### src/rtl/aes_sched_pkg.sv
`default_nettype none
// ============================================================================
// Module      : aes_sched_pkg
// Description : Shared types and constants for the AES job scheduler.
//               AES_BLOCK_W   - width of one AES block / key
//               sched_state_t - scheduler FSM states
//               aes_job_t     - latched plaintext + key of one job
// Revision    : 1.0 - initial release
// ============================================================================
package aes_sched_pkg;

    localparam int AES_BLOCK_W = 128;

    typedef enum logic [1:0] {
        IDLE   = 2'd0,
        LAUNCH = 2'd1,
        WAIT   = 2'd2,
        RESP   = 2'd3
    } sched_state_t;

    typedef struct packed {
        logic [AES_BLOCK_W-1:0] plain;
        logic [AES_BLOCK_W-1:0] key;
    } aes_job_t;

endpackage
`default_nettype wire

### src/rtl/aes_rr_arbiter.sv
`default_nettype none
// ============================================================================
// Module      : aes_rr_arbiter
// Description : Purely combinational round-robin arbiter. Picks the first
//               asserted request at or after the pointer, wrapping around.
//               The pointer register lives in the caller.
// Ports       : i_req         - request vector
//               i_ptr         - index with highest priority this cycle
//               o_grant       - one-hot grant (zero when no request)
//               o_grant_idx   - index of the granted request
//               o_grant_valid - at least one request is present
// Revision    : 1.0 - initial release
// ============================================================================
module aes_rr_arbiter #(
    parameter int NUM_REQ = 4,
    parameter int ID_W    = $clog2(NUM_REQ)
) (
    input  logic [NUM_REQ-1:0] i_req,
    input  logic [ID_W-1:0]    i_ptr,
    output logic [NUM_REQ-1:0] o_grant,
    output logic [ID_W-1:0]    o_grant_idx,
    output logic               o_grant_valid
);

    logic [ID_W-1:0] w_idx;

    // Scan from the farthest offset down to the pointer itself so the last
    // hit written, i.e. the closest one at/after the pointer, wins.
    always_comb begin
        o_grant       = '0;
        o_grant_idx   = '0;
        o_grant_valid = 1'b0;
        w_idx         = '0;
        for (int off = NUM_REQ - 1; off >= 0; off--) begin
            w_idx = ID_W'((int'(i_ptr) + off) % NUM_REQ);
            if (i_req[w_idx]) begin
                o_grant        = '0;
                o_grant[w_idx] = 1'b1;
                o_grant_idx    = w_idx;
                o_grant_valid  = 1'b1;
            end
        end
    end

endmodule
`default_nettype wire

### src/rtl/aes_job_scheduler.sv
`default_nettype none
// ============================================================================
// Module      : aes_job_scheduler
// Description : Shares one AES_top core among NUM_REQ requesters. Grants
//               round-robin, latches the winner's operands, pulses
//               core_start, waits for core_done (with a timeout guard) and
//               returns the ciphertext tagged with the requester id.
// Ports       : clk, rstn                 - clock / async active-low reset
//               req_valid/req_ready       - per-requester job handshake
//               req_plain_text/cipher_key - packed operands, req i at [128*i +: 128]
//               core_start/plain/key      - launch interface to AES_top
//               core_done/core_cipher_text- completion from AES_top
//               rsp_valid/ready/id/...    - tagged response port
//               busy                      - FSM not idle
//               jobs_done                 - completed (non-timeout) job count
// Revision    : 1.0 - initial release
// ============================================================================
module aes_job_scheduler
    import aes_sched_pkg::*;
#(
    parameter  int NUM_REQ     = 4,
    parameter  int TIMEOUT_CYC = 32,
    localparam int ID_W        = $clog2(NUM_REQ)
) (
    input  logic                         clk,
    input  logic                         rstn,
    input  logic [NUM_REQ-1:0]           req_valid,
    output logic [NUM_REQ-1:0]           req_ready,
    input  logic [NUM_REQ*AES_BLOCK_W-1:0] req_plain_text,
    input  logic [NUM_REQ*AES_BLOCK_W-1:0] req_cipher_key,
    output logic                         core_start,
    output logic [AES_BLOCK_W-1:0]       core_plain_text,
    output logic [AES_BLOCK_W-1:0]       core_cipher_key,
    input  logic                         core_done,
    input  logic [AES_BLOCK_W-1:0]       core_cipher_text,
    output logic                         rsp_valid,
    input  logic                         rsp_ready,
    output logic [ID_W-1:0]              rsp_id,
    output logic [AES_BLOCK_W-1:0]       rsp_cipher_text,
    output logic                         rsp_timeout,
    output logic                         busy,
    output logic [15:0]                  jobs_done
);

    localparam int              CNT_W      = $clog2(TIMEOUT_CYC);
    localparam logic [CNT_W-1:0] C_CNT_LAST = CNT_W'(TIMEOUT_CYC - 1);

    sched_state_t           r_state;
    logic [ID_W-1:0]        r_ptr;
    logic [ID_W-1:0]        r_id;
    aes_job_t               r_job;
    logic [CNT_W-1:0]       r_wait_cnt;
    logic                   r_core_start;
    logic                   r_rsp_valid;
    logic                   r_rsp_timeout;
    logic [AES_BLOCK_W-1:0] r_rsp_ct;
    logic [15:0]            r_jobs_done;

    logic [NUM_REQ-1:0]     w_grant;
    logic [ID_W-1:0]        w_grant_idx;
    logic                   w_grant_valid;
    logic                   w_accept;

    logic [AES_BLOCK_W-1:0] w_pt_arr  [NUM_REQ];
    logic [AES_BLOCK_W-1:0] w_key_arr [NUM_REQ];

    for (genvar g = 0; g < NUM_REQ; g++) begin : g_unpack
        assign w_pt_arr[g]  = req_plain_text[AES_BLOCK_W*g +: AES_BLOCK_W];
        assign w_key_arr[g] = req_cipher_key[AES_BLOCK_W*g +: AES_BLOCK_W];
    end

    aes_rr_arbiter #(
        .NUM_REQ (NUM_REQ),
        .ID_W    (ID_W)
    ) u_arb (
        .i_req         (req_valid),
        .i_ptr         (r_ptr),
        .o_grant       (w_grant),
        .o_grant_idx   (w_grant_idx),
        .o_grant_valid (w_grant_valid)
    );

    assign w_accept = (r_state == IDLE) && w_grant_valid;

    // The accept strobe is a decode of the IDLE state; gating with rstn keeps
    // it low while reset is held even if requesters are already valid.
    assign req_ready       = (rstn && r_state == IDLE) ? w_grant : '0;
    assign core_start      = r_core_start;
    assign core_plain_text = r_job.plain;
    assign core_cipher_key = r_job.key;
    assign rsp_valid       = r_rsp_valid;
    assign rsp_id          = r_id;
    assign rsp_cipher_text = r_rsp_ct;
    assign rsp_timeout     = r_rsp_timeout;
    assign busy            = (r_state != IDLE);
    assign jobs_done       = r_jobs_done;

    // The wait counter is zeroed on accept and counts the LAUNCH cycle too,
    // so it equals the number of cycles since core_start. The timeout then
    // fires TIMEOUT_CYC-1 cycles after launch and rsp_valid rises exactly
    // TIMEOUT_CYC cycles after core_start.
    always_ff @(posedge clk or negedge rstn) begin
        if (!rstn) begin
            r_state       <= IDLE;
            r_ptr         <= '0;
            r_id          <= '0;
            r_job         <= '0;
            r_wait_cnt    <= '0;
            r_core_start  <= 1'b0;
            r_rsp_valid   <= 1'b0;
            r_rsp_timeout <= 1'b0;
            r_rsp_ct      <= '0;
            r_jobs_done   <= '0;
        end else begin
            r_core_start <= 1'b0;
            case (r_state)
                IDLE: begin
                    if (w_accept) begin
                        r_job.plain  <= w_pt_arr[w_grant_idx];
                        r_job.key    <= w_key_arr[w_grant_idx];
                        r_id         <= w_grant_idx;
                        r_ptr        <= (w_grant_idx == ID_W'(NUM_REQ - 1)) ?
                                        '0 : w_grant_idx + 1'b1;
                        r_wait_cnt   <= '0;
                        r_core_start <= 1'b1;
                        r_state      <= LAUNCH;
                    end
                end
                LAUNCH: begin
                    r_wait_cnt <= r_wait_cnt + 1'b1;
                    r_state    <= WAIT;
                end
                WAIT: begin
                    r_wait_cnt <= r_wait_cnt + 1'b1;
                    // core_done is checked first so a completion arriving on
                    // the timeout cycle still returns real data.
                    if (core_done) begin
                        r_rsp_ct      <= core_cipher_text;
                        r_rsp_timeout <= 1'b0;
                        r_rsp_valid   <= 1'b1;
                        r_jobs_done   <= r_jobs_done + 16'd1;
                        r_state       <= RESP;
                    end else if (r_wait_cnt == C_CNT_LAST) begin
                        r_rsp_ct      <= '0;
                        r_rsp_timeout <= 1'b1;
                        r_rsp_valid   <= 1'b1;
                        r_state       <= RESP;
                    end
                end
                RESP: begin
                    if (rsp_ready) begin
                        r_rsp_valid <= 1'b0;
                        r_state     <= IDLE;
                    end
                end
                default: r_state <= IDLE;
            endcase
        end
    end

endmodule
`default_nettype wire

### config.mk
export PLATFORM = sky130hd
export DESIGN_NAME = aes_job_scheduler
export DESIGN_NICKNAME = d
export VERILOG_FILES = /design/src/rtl/aes_sched_pkg.sv /design/src/rtl/aes_rr_arbiter.sv /design/src/rtl/aes_job_scheduler.sv
export SDC_FILE = /design/constraint.sdc
export NUM_CORES = 1
export LEC_CHECK = 0
export BUFFER_PORTS_ARGS = -buffer_cell sky130_fd_sc_hd__buf_4
export CAP_MARGIN = 20
export CORE_AREA = 2 2 618 620
export CTS_CLUSTER_SIZE = 28
export DETAILED_ROUTE_END_ITERATION = 10
export DIE_AREA = 0 0 620 622
export MAX_ROUTING_LAYER = met4
export PLACE_DENSITY_LB_ADDON = 0.05
export SLEW_MARGIN = 20
export SYNTH_ARGS = -nofsm -noshare
export SYNTH_HDL_FRONTEND = slang
export SYNTH_SLANG_ARGS = --single-unit
export TNS_END_PERCENT = 5
### constraint.sdc
create_clock -name clk -period 2.8 [get_ports clk]
set_input_delay 0.56 -clock clk [delete_from_list [all_inputs] [get_ports clk]]
set_output_delay 0.56 -clock clk [all_outputs]
set_load 0.05 [all_outputs]
---- Word-level counts from Yosys, hierarchy flattened ----
Cells that the tools add are included.
cells by class
  $add $sub $neg .......................... 6
  multiply operators ...................... 0
  div/mod/pow operators ................... 0
  $lt $le $gt $ge ......................... 9
  equal/unequal tests ..................... 8
  shift-type cells ........................ 0
  muxes and demuxes ....................... 52
  bitwise logic cells ..................... 1
  reductions and logical operators ........ 18
operators with widths
  operator                 number
  $mux W128                6
  $bmux W128 S2            2
  $mux W4                  5
  $mux W1                  18
  $mux W2                  9
  $add A16 B1 Y16 const B  1
  $lt A2 B3 Y1 const B     4
  $pmux W5 S2              1
  $bmux W1 S2              4
  $demux W1 S2             4
  $ge A2 B1 Y1 const B     4
  $pmux W2 S4              1
  $reduce_and A2 Y1        4
  $reduce_bool A2 Y1       4
  $eq A2 B2 Y1 const B     3
  $logic_and A1 B1 Y1      6
  $reduce_and A3 Y1        2
  $add A5 B1 Y5 const B    1
  $eq A5 B5 Y1 const B     1
  $mux W5                  1
  $add A2 B1 Y2 const B    2
  $add A2 B2 Y2 const B    2
  $ne A2 B2 Y1 const B     2
  $ge A3 B3 Y1 const B     1
  other kinds (6)          6
storage, ports and cells
  register bits after elaboration ......... 414
  latch bits .............................. 0
  bits in writable memories ............... 0
  ROM bits ................................ 0
  bits of input ports ..................... 1160
  output and inout port bits .............. 410
  word-level logic and storage cells ...... 105
  memories kept ........................... 0

---- Longest topological paths before layout ----
Gate-level depths: netlist (run 1).
  depth in word-level cells ............... 11
  depth in mapped cells ................... 15
  depth with buffers taken out ............ 9

---- By module ----
From an unflattened synthesis (run 1), not the netlist that was laid out.
second synthesis, totals
  cell total of the unflattened synthesis .. 1333
  area, all modules ....................... 22027.4 um^2
modules (own cells, without submodules)
  module             times used  cells an instance  area each (um^2)  sequential area each (um^2)
  aes_job_scheduler  1           1272               21518.1           10359.9
  aes_rr_arbiter     1           61                 509.2             0.0

---- Worst setup path before layout (run 1) ----
No wires, ideal clock.
  kind .................................... register -> output
  start point ............................. register r_ptr[0]
  end point ............................... output req_ready[2]
  arrival time ............................ 2.860 ns
  required time ........................... 2.240 ns
  setup slack ............................. -0.620 ns
  stages on the path, launching flop included .. 10
  path buffers ............................ 2
  path through ............................ dfrtp_1 buf_6 buf_2 inv_1 ha_1 mux4_2 nor2b_1 a221oi_1 a211o_1 a21oi_1
on the way
  cells in the longest elaborated chain, start to end .. 10
  elaborated cells between the ends (all ways) .. 36
  classes of those cells .................. add/sub: 3; order compare: 8; mux: 21; reduce/logical: 4
ends and longest elaborated chain
  what                                                                RTL line                  RTL
  start: declaration                                                  aes_job_scheduler.sv:49   logic [ID_W-1:0] r_ptr;
  start signal: assignment                                            aes_job_scheduler.sv:122  r_ptr <= (w_grant_idx == ID_W'(NUM_REQ - 1)) ?
  $add A2 B2 Y2                                                       aes_rr_arbiter.sv:35      w_idx = ID_W'((int'(i_ptr) + off) % NUM_REQ);
  $lt A2 B3 Y1 (implied by the code) or $ge A2 B1 Y1 (tied branches)  aes_rr_arbiter.sv:38      o_grant[w_idx] = 1'b1;
  $logic_and A1 B1 Y1 (implied by the code)                           aes_rr_arbiter.sv:38
  $mux W1 (implied by the code)                                       aes_rr_arbiter.sv:38
  $demux W1 S2                                                        -
  $mux W4 (3 in series)                                               aes_rr_arbiter.sv:36      if (i_req[w_idx]) begin
  $mux W4 *                                                           aes_rr_arbiter.sv:36
  $mux W4 *                                                           aes_job_scheduler.sv:87   assign req_ready = (rstn && r_state == IDLE) ? w_grant : '0;
  end: declaration                                                    aes_job_scheduler.sv:28   output logic [NUM_REQ-1:0] req_ready,
Every way passes the cells marked *; elsewhere a longest branch is shown, timed or not. The select of a mux whose other input is x is not followed.

---- Worst setup path in the final report (run 1) ----
  start point ............................. register r_ptr[0]
  end point ............................... output req_ready[3]
Same word-level chain as after synthesis.

==> impl_metrics.yaml, run 1 <==
grt:
  grt_max_degree: 88
  grt_overflow: 0
  gr-max-usage-layer: "met2"
  grt_pass1_vias: 27750
  globalRouteMet2Util_pct: 24.1
  met3_usage_pct: 3.56
  grt_pass1_wl_um: 310000
  track_usage_pct: 12.6
  antenna_found_initial: 122
  met1_usage_pct: 12.8
cells_and_area:
  multiInputGateArea_sq_um: 13600
  seq_area_sq_um: 10400
  fin_cells: 9008
  finalInstanceArea_sq_um: 50700
  area_growth_pct: 115
  final_layout_size_suffix_gt1_share_pct: 64.6
  fin_nets: 5053
  fill_cells: 42965
timing:
  fin_ws_ps: -689
  finalCritPeriodShare_pct: 125
  min_period_ps: 3490
  timing.fmax_ghz: 0.287
  hold_ws_ps: 111
  fin_worst_skew_ps: 100
  rsz0062_at_grt: "true"
  hold_violations: 0
  worst_slew_pin_slew_ps: 781
  slew_viol_final: 0
  slew_headroom_pct: 47.9
  setup_viol: 256
cts:
  numCtsBuffers: 82
  clk_pin_slew_ps: 50
  htree_levels: 3
  clock-sinks: 414
  cts_buffer_depth: 4
  tritoncts: "done"
  clock_latency_ps: 820
  ctsRootBufferMaster: "clkbuf_16"
drt:
  first_pass_iters: 5
  wl_um: 248000
  routed_via_density: 2.80
  drt-wirelength-per-cell_um: 27.5
  drt_iter0_markers: 896
  final_antenna_net_count: 0
  drc: 0
  vias: 25245
pwr:
  p_int_mw: 37.4
  p_leak_nw: 22.1
  vdd_ir_drop_max_v: 0.000555
  p_sw_mw: 36.3
  p_clk_share_pct: 14.0
  switching_share_pct: 49.3
  power_density_nw_per_um2: 1460
  seq_power_share_pct: 14.8
  p_comb_share_pct: 71.2
worst_setup_path:
  arrival_ps: 2930
  criticalPathCategory: "flip-flop to primary output"
  cp.required_ps: 2240
  critPathMaxFanout: 4
  crit_path_end_kind: "primary output"
  worst_setup_path_start_kind: "flip-flop"
  r2r_cells: 16
placement:
  hpwl_um: 206000
  place_area_sq_um: 43500
  place_inst: 8594
  place_congestion: 0.760
  port_buffers: 1569
run_status:
  outcome: "finished, violations left"
  violations: "setup timing"
hold_path:
  hold_path_class: "input port to flip-flop"
  min_path_cells: 3
synth:
  ys_top_cells_by_area: "dfrtp_1 (44%), mux2i_1 (22%), a221oi_2 (15%)"
  postSynthAreaPerCell_sq_um: 12.4
  yosysMostFrequentCell: "mux2i_1"
  synth_seq_cells: 414
  yosysWarnings: 0
  netlist_instances: 1900
  seq_area_frac_synth_pct: 43.9
  ys_types: 43
  netlist.top_cell.by_area: "dfrtp_1"
  synth_nets: 3074
  netlist_top_cells_count: "mux2i_1 (517), dfrtp_1 (414), nor2_1 (267), a221oi_2 (230), a22o_1 (129)"
  synth_edf_count: 0
  synthArstFlopShare_pct: 100
  syn_area_sq_um: 23600
  synth_top_cell_area_share_pct: 43.9
  ys.flop_type: "dfrtp_1"
die:
  rows: 226
  start_util_pct: 6.23
  dieWidth_um: 620
  io_pins: 1570
  core-area_sq_um: 378000
  die_h_um: 622
  dieArea_sq_um: 386000
flow_run:
  drv_cap: 0
==> what timing repair did <==
item | 4_1_cts | 5_1_grt
setup buffers | 39 | 40
endpoints found under the hold margin | 156 | 0
hold buffers | 132 | 0
gates cloned | 3 | 8
gates resized for setup | 232 | 202
pin swaps | 5 | 74
endpoints found under the setup margin | 256 | 261
==> power by group through the flow <==
stage               combinational, mW  sequential [mW]  clock (mW)
floorplan                        18.5             19.9           0
global placement                 46.7             11.1           0
detailed placement               46.5             11.0           0
CTS                              50.4             11.0        11.1
global route                     55.6             11.3        11.2
finish                           52.5             10.9        10.4
==> sequential cells by signal, summed over array words and instances (netlist names) <==
| signal | flops |
|---|---|
| core_start | 1 |
| rsp_timeout | 1 |
| core_cipher_key | 128 |
| rsp_id | 2 |
| r_state | 2 |
| rsp_valid | 1 |
| r_wait_cnt | 5 |
| core_plain_text | 128 |
| rsp_cipher_text | 128 |
| r_ptr | 2 |
| jobs_done | 16 |
==> worst max-delay path, cell delays in order (launching register included) <==
cell and delay [ps]:
dfrtp_2 420, buf_12 120, mux4_2 510, buf_6 140
nor2b_4 140, buf_6 120, a221oi_2 40, a211o_1 270
a21oi_4 160, buf_12 170
==> kinds of logic after synthesis <==
family	after synthesis	share of synthesized area, %
mux	524	22.5
compound gates	426	21.6
flops	414	43.9
simple gates	318	5.45
buf+inv	188	5.27
xor+xnor	16	0.594
fa+ha+maj	14	0.743
==> stage by stage <==
| stage | setup WS (ps) | TNS (ps) | utilization [%] | power (mW) |
|---|---|---|---|---|
| after floorplan | 37.6 | 0 | - | 38.4 |
| after global placement | -706 | -109710 | 11.5 | 57.7 |
| after detailed placement | -696 | -97470 | 11.5 | 57.5 |
| after CTS | -900 | -72620 | 13.0 | 72.5 |
| after global routing | -854 | -122130 | 13.4 | 78.1 |
| final | -689 | -79160 | 13.4 | 73.8 |
==> final timing paths <==
| check | start | to | slack [ps] |
|---|---|---|---|
| worst max-delay path | r_ptr[0]$_DFFE_PN0P_ | req_ready[3] | -690 |
| worst min-delay path | req_plain_text[143] | core_plain_text[15]$_DFFE_PN0P_ | 110 |
| worst max register to register | r_ptr[1]$_DFFE_PN0P_ | core_plain_text[53]$_DFFE_PN0P_ | -480 |
| worst min register to register | jobs_done[15]$_DFFE_PN0P_ | jobs_done[15]$_DFFE_PN0P_ | 480 |
| max in group asynchronous | rstn | core_cipher_key[72]$_DFFE_PN0P_ | 1250 |
| min in group asynchronous | rstn | rsp_cipher_text[95]$_DFFE_PN0P_ | 400 |
==> layer usage <==
layer / share of wire, % / wire length [um]
met2: 55 / 136000
met3: 6.4 / 15900
met5: 0 / 0
met1: 37 / 91600
met4: 1.7 / 4130
==> final cells by class <==
| cell class | count | share of cell area [%] |
|---|---|---|
| antenna | 59 | 0.291 |
| clock buffer | 116 | 4.60 |
| clock inverter | 22 | 0.513 |
| inverter | 11 | 0.101 |
| multi-input combinational | 1298 | 26.9 |
| sequential | 414 | 20.4 |
| tap | 5016 | 12.4 |
| timing repair buffer | 2072 | 34.8 |
==> layout by cell type (no fill, tap or decap), types with 5 or more instances in the layout <==
cell,netlist,layout
dfrtp_1,414,413
mux2i_1,517,310
clkbuf_1,73,19
nor2_1,267,266
diode_2,0,59
clkbuf_8,0,15
mux2i_4,0,72
nand2_1,21,21
buf_12,0,77
a22o_1,129,129
a221oi_2,230,244
buf_16,0,16
clkinv_2,0,9
xor2_1,5,5
xnor2_1,11,11
inv_1,10,8
o21ai_0,13,11
and3_1,6,6
buf_6,55,54
nand3_1,5,5
dlygate4sd3_1,0,132
buf_4,29,1768
a211o_1,5,5
buf_8,0,16
ha_1,14,13
mux2i_2,0,135
a221oi_1,29,15
clkbuf_16,0,90
Note: power is estimated with default switching activity, not from simulation.
==> run 2, diff against run 1 <==
SKIP_CTS_REPAIR_TIMING = 1   (was not set)
==> impl_metrics.yaml, run 2 (synthesized netlist as in run 1, its figures left out) <==
run_status:
  outcome: "finished, violations left"
  violations: "setup timing"
grt:
  grt_max_degree: 88
  grt_overflow: 0
  antenna_found_initial: 126
  grt_pass1_vias: 26839
  grt_pass1_wl_um: 306000
  track_usage_pct: 12.5
worst_setup_path:
  arrival_ps: 2980
  r2r_cells: 13
  critPathMaxFanout: 4
  worst_setup_path_start_kind: "flip-flop"
  crit_path_end_kind: "primary output"
  r2r_slack_ps: -380
  criticalPathCategory: "flip-flop to primary output"
  cp.required_ps: 2240
hold_path:
  min_path_cells: 2
  hold_path_class: "input port to flip-flop"
timing:
  worst_slew_pin_slew_ps: 789
  tns_ps: -56000
  slew_headroom_pct: 47.4
  hold_violations: 0
  rsz0062_at_grt: "true"
  min_period_ps: 3540
  slew_viol_final: 0
  timing.fmax_ghz: 0.282
  setup_viol: 255
  fin_worst_skew_ps: 102
  finalCritPeriodShare_pct: 127
  fin_ws_ps: -745
drt:
  vias: 25034
  final_antenna_net_count: 0
  drt-wirelength-per-cell_um: 27.5
  drt_iter0_markers: 891
  routed_via_density: 2.79
  wl_um: 247000
  first_pass_iters: 5
  drc: 0
die:
  dieArea_sq_um: 386000
  core-area_sq_um: 378000
  dieWidth_um: 620
  die_h_um: 622
  start_util_pct: 6.23
  rows: 226
  io_pins: 1570
placement:
  dpl_worst_slack_ps: -696
  place_inst: 8594
  port_buffers: 1569
  place_area_sq_um: 43500
  place_congestion: 0.760
  hpwl_um: 206000
cts:
  tritoncts: "done"
  clk_pin_slew_ps: 50
  numCtsBuffers: 82
  clock_latency_ps: 810
  clock-sinks: 414
  ctsRootBufferMaster: "clkbuf_16"
  htree_levels: 3
  cts_buffer_depth: 4
pwr:
  p_leak_nw: 21.8
  power_density_nw_per_um2: 1430
  vdd_ir_drop_max_v: 0.000555
  p_total_mw: 70.7
cells_and_area:
  final_layout_size_suffix_gt1_share_pct: 62.9
  fin_nets: 5019
  seq_area_sq_um: 10400
  fill_cells: 43112
  final_common_cell: "buf_4"
  final_cell_mix: "buf_4 (1,798), dfrtp_1 (413), mux2i_1 (361), nor2_1 (266), a221oi_2 (241)"
  area_growth_pct: 109
  multiInputGateArea_sq_um: 13100
  finalInstanceArea_sq_um: 49400
  fin_cells: 8975
flow_run:
  drv_cap: 0
## run 2: cell type report
| cell class | count | share of cell area, % |
|---|---|---|
| Clock inverter | 22 | 0.527 |
| Multi-Input combinational cell | 1298 | 26.5 |
| Sequential cell | 414 | 21.0 |
| Timing Repair Buffer | 2038 | 34.2 |
| Clock buffer | 116 | 4.72 |
| Antenna cell | 60 | 0.304 |
| Tap cell | 5016 | 12.7 |
| Inverter | 11 | 0.104 |
## run 2: path summary, 6_finish.rpt
| kind | startpoint | end |
|---|---|---|
| min in group asynchronous | rstn | rsp_cipher_text[95]$_DFFE_PN0P_ |
| worst max register to register | r_ptr[0]$_DFFE_PN0P_ | core_cipher_key[106]$_DFFE_PN0P_ |
| max in group asynchronous | rstn | core_cipher_key[72]$_DFFE_PN0P_ |
| worst min register to register | jobs_done[15]$_DFFE_PN0P_ | jobs_done[15]$_DFFE_PN0P_ |
| worst max-delay path | r_ptr[0]$_DFFE_PN0P_ | req_ready[3] |
| worst min-delay path | core_cipher_text[90] | rsp_cipher_text[90]$_DFFE_PN0P_ |
## run 2: worst max-delay path: stages (launching register included)
cell and delay, ps:
dfrtp_2 420, buf_12 130, mux4_2 520, buf_6 150
nor2b_4 130, buf_6 120, a221oi_2 40, a211o_1 310
a21oi_4 180, buf_12 170
## run 2: power by group
part / switching [mW] / total (mW) / leakage [nW] / internal (mW)
logic: 29.4 / 49.4 / 15.7 / 20.1
registers: 1.94 / 10.9 / 4.80 / 8.96
clock network: 4.23 / 10.4 / 1.27 / 6.14
total: 35.5 / 70.7 / 21.8 / 35.2
## run 2: metal layers
layer / part of all wire (%) / global-route usage, % / routed length [um]
met1: 37 / 12.5 / 91400
met4: 1.7 / 1.99 / 4250
met2: 55 / 23.9 / 136000
met5: 0 / - / 0
met3: 6.3 / 3.86 / 15500
## run 2: stage by stage
| stage | hold slack [ps] | util [%] |
|---|---|---|
| after floorplan | 264 | - |
| after global placement | 477 | 11.5 |
| after detailed placement | 484 | 11.5 |
| after CTS | -258 | 12.2 |
| after global routing | 11.5 | 13.1 |
| final | 61.1 | 13.1 |
==> run 3, diff against run 2 <==
SETUP_SLACK_MARGIN = 0.05   (was not set)
==> impl_metrics.yaml, run 3 (synthesized netlist as in run 1, its figures left out) <==
timing:
  min_period_ps: 3400
  hold_violations: 0
  setup_viol: 252
  tns_ps: -30340
  rsz0062_at_grt: "true"
  fin_worst_skew_ps: 57.1
  slew_headroom_pct: 39.8
  timing.fmax_ghz: 0.294
  slew_viol_final: 0
  fin_ws_ps: -599
  finalCritPeriodShare_pct: 121
  worst_slew_pin_slew_ps: 903
cts:
  clk_pin_slew_ps: 50
  ctsRootBufferMaster: "clkbuf_16"
  cts_buffer_depth: 4
  tritoncts: "done"
  htree_levels: 3
  clock-sinks: 414
  numCtsBuffers: 80
  clock_latency_ps: 790
cells_and_area:
  final_common_cell: "buf_4"
  final_layout_size_suffix_gt1_share_pct: 59.7
  final_util_pct: 12.7
  final_cell_mix: "buf_4 (1,779), mux2i_1 (474), dfrtp_1 (412), nor2_1 (266), a221oi_2 (242)"
  area_growth_pct: 104
  fin_nets: 4967
placement:
  hpwl_um: 206000
  place_congestion: 0.755
  port_buffers: 1569
hold_path:
  min_path_cells: 2
  hold_path_class: "input port to flip-flop"
  hold_path_end: "rsp_cipher_text[53]$_DFFE_PN0P_"
  hp-start: "core_cipher_text[53]"
die:
  start_util_pct: 6.23
  die_h_um: 622
  core-area_sq_um: 378000
  dieArea_sq_um: 386000
  dieWidth_um: 620
  io_pins: 1570
  rows: 226
grt:
  grt_overflow: 0
  track_usage_pct: 12.5
  grt_max_degree: 130
  antenna_found_initial: 131
  grt_pass1_vias: 27005
  grt_pass1_wl_um: 306000
pwr:
  p_leak_nw: 21.6
  power_density_nw_per_um2: 1400
  vdd_ir_drop_max_v: 0.000657
worst_setup_path:
  reg2reg_from: "r_ptr[0]$_DFFE_PN0P_"
  r2r_cells: 10
  critPathMaxFanout: 4
  worst_setup_path_start_kind: "flip-flop"
  criticalPathCategory: "flip-flop to primary output"
  arrival_ps: 2840
  regToRegEndpoint: "core_cipher_key[113]$_DFFE_PN0P_"
  r2r_slack_ps: -250
  crit_path_end_kind: "primary output"
  cp.required_ps: 2240
drt:
  wl_um: 244000
  vias: 24677
  final_antenna_net_count: 0
  drt_iter0_markers: 887
  first_pass_iters: 5
  routed_via_density: 2.77
  drt-wirelength-per-cell_um: 27.3
  drc: 0
flow_run:
  drv_cap: 0
run_status:
  outcome: "finished, violations left"
  violations: "setup timing"
==> run 3: cell count changes in the layout (fill, tap and decap cells not counted), sizes merged, moves of 3 or more <==
| cell | delta |
|---|---|
| dlygate4sd3 | -12 |
| buf | -33 |
| clkbuf | +5 |
| clkinv | -8 |
| inv | -3 |
| diode | -8 |
==> run 3: routing by layer <==
layer / wire length (um) / part of all wire, % / GRT usage, %
met1: 89400 / 37 / 12.6
met2: 133000 / 55 / 23.7
met3: 15800 / 6.5 / 3.76
met4: 5000 / 2.1 / 2.21
met5: 0 / 0 / -
==> run 3: final cells by class <==
class,instances,area [sq um]
well taps,5016,6280
fillers,43134,330000
diodes,52,130
clock buffers,127,2380
flip-flops and latches,414,10400
clock inverters,9,126
inverters,11,53.8
multi-input cells,1298,12400
repair buffers,1988,16300
==> run 3: where the power goes <==
group | switching (mW) | total [mW] | internal [mW]
Sequential | 1.90 | 10.9 | 8.96
Combinational | 28.5 | 46.6 | 18.1
Clock | 4.10 | 10.1 | 5.96
Total | 34.5 | 67.5 | 33.1
==> run 3: how the worst max path moves through the flow <==
stage / startpoint / to / slack (ps) / cells after the start
final: r_ptr[0]$_DFFE_PN0P_ / req_ready[0] / -600 / 7
after global routing: r_ptr[0]$_DFFE_PN0P_ / req_ready[1] / -760 / 7
after CTS: r_ptr[0]$_DFFE_PN0P_ / req_ready[2] / -940 / 7
after detailed placement: req_valid[1] / core_plain_text[106]$_DFFE_PN0P_ / -610 / 10
after global placement: r_ptr[1]$_DFFE_PN0P_ / core_plain_text[23]$_DFFE_PN0P_ / -1170 / 12
after floorplan: r_ptr[0]$_DFFE_PN0P_ / core_plain_text[0]$_DFFE_PN0P_ / 50 / 14
==> run 3: worst max-delay path, stage by stage (launching register included) <==
cell and delay, ps:
dfrtp_2 450, mux4_2 550, buf_6 150, nor2b_4 150, a221oi_2 70, a211o_1 320, a21oi_4 190, buf_8 180
==> run 3: through the flow <==
step / hold WS [ps] / total power, mW / std cells / instance area, sq um / setup slack (ps)
5_1_grt: 0.281 / 71.7 / 8912 / 48100 / -763
3_3_place_gp: 454 / 57.8 / 8592 / 43600 / -1170
2_1_floorplan: 264 / 38.4 / 1900 / 23800 / 48.3
4_1_cts: -458 / 68.4 / 8729 / 46100 / -943
3_5_place_dp: 460 / 57.5 / 8593 / 43600 / -610
6_report: 37.5 / 67.5 / 8915 / 48100 / -599
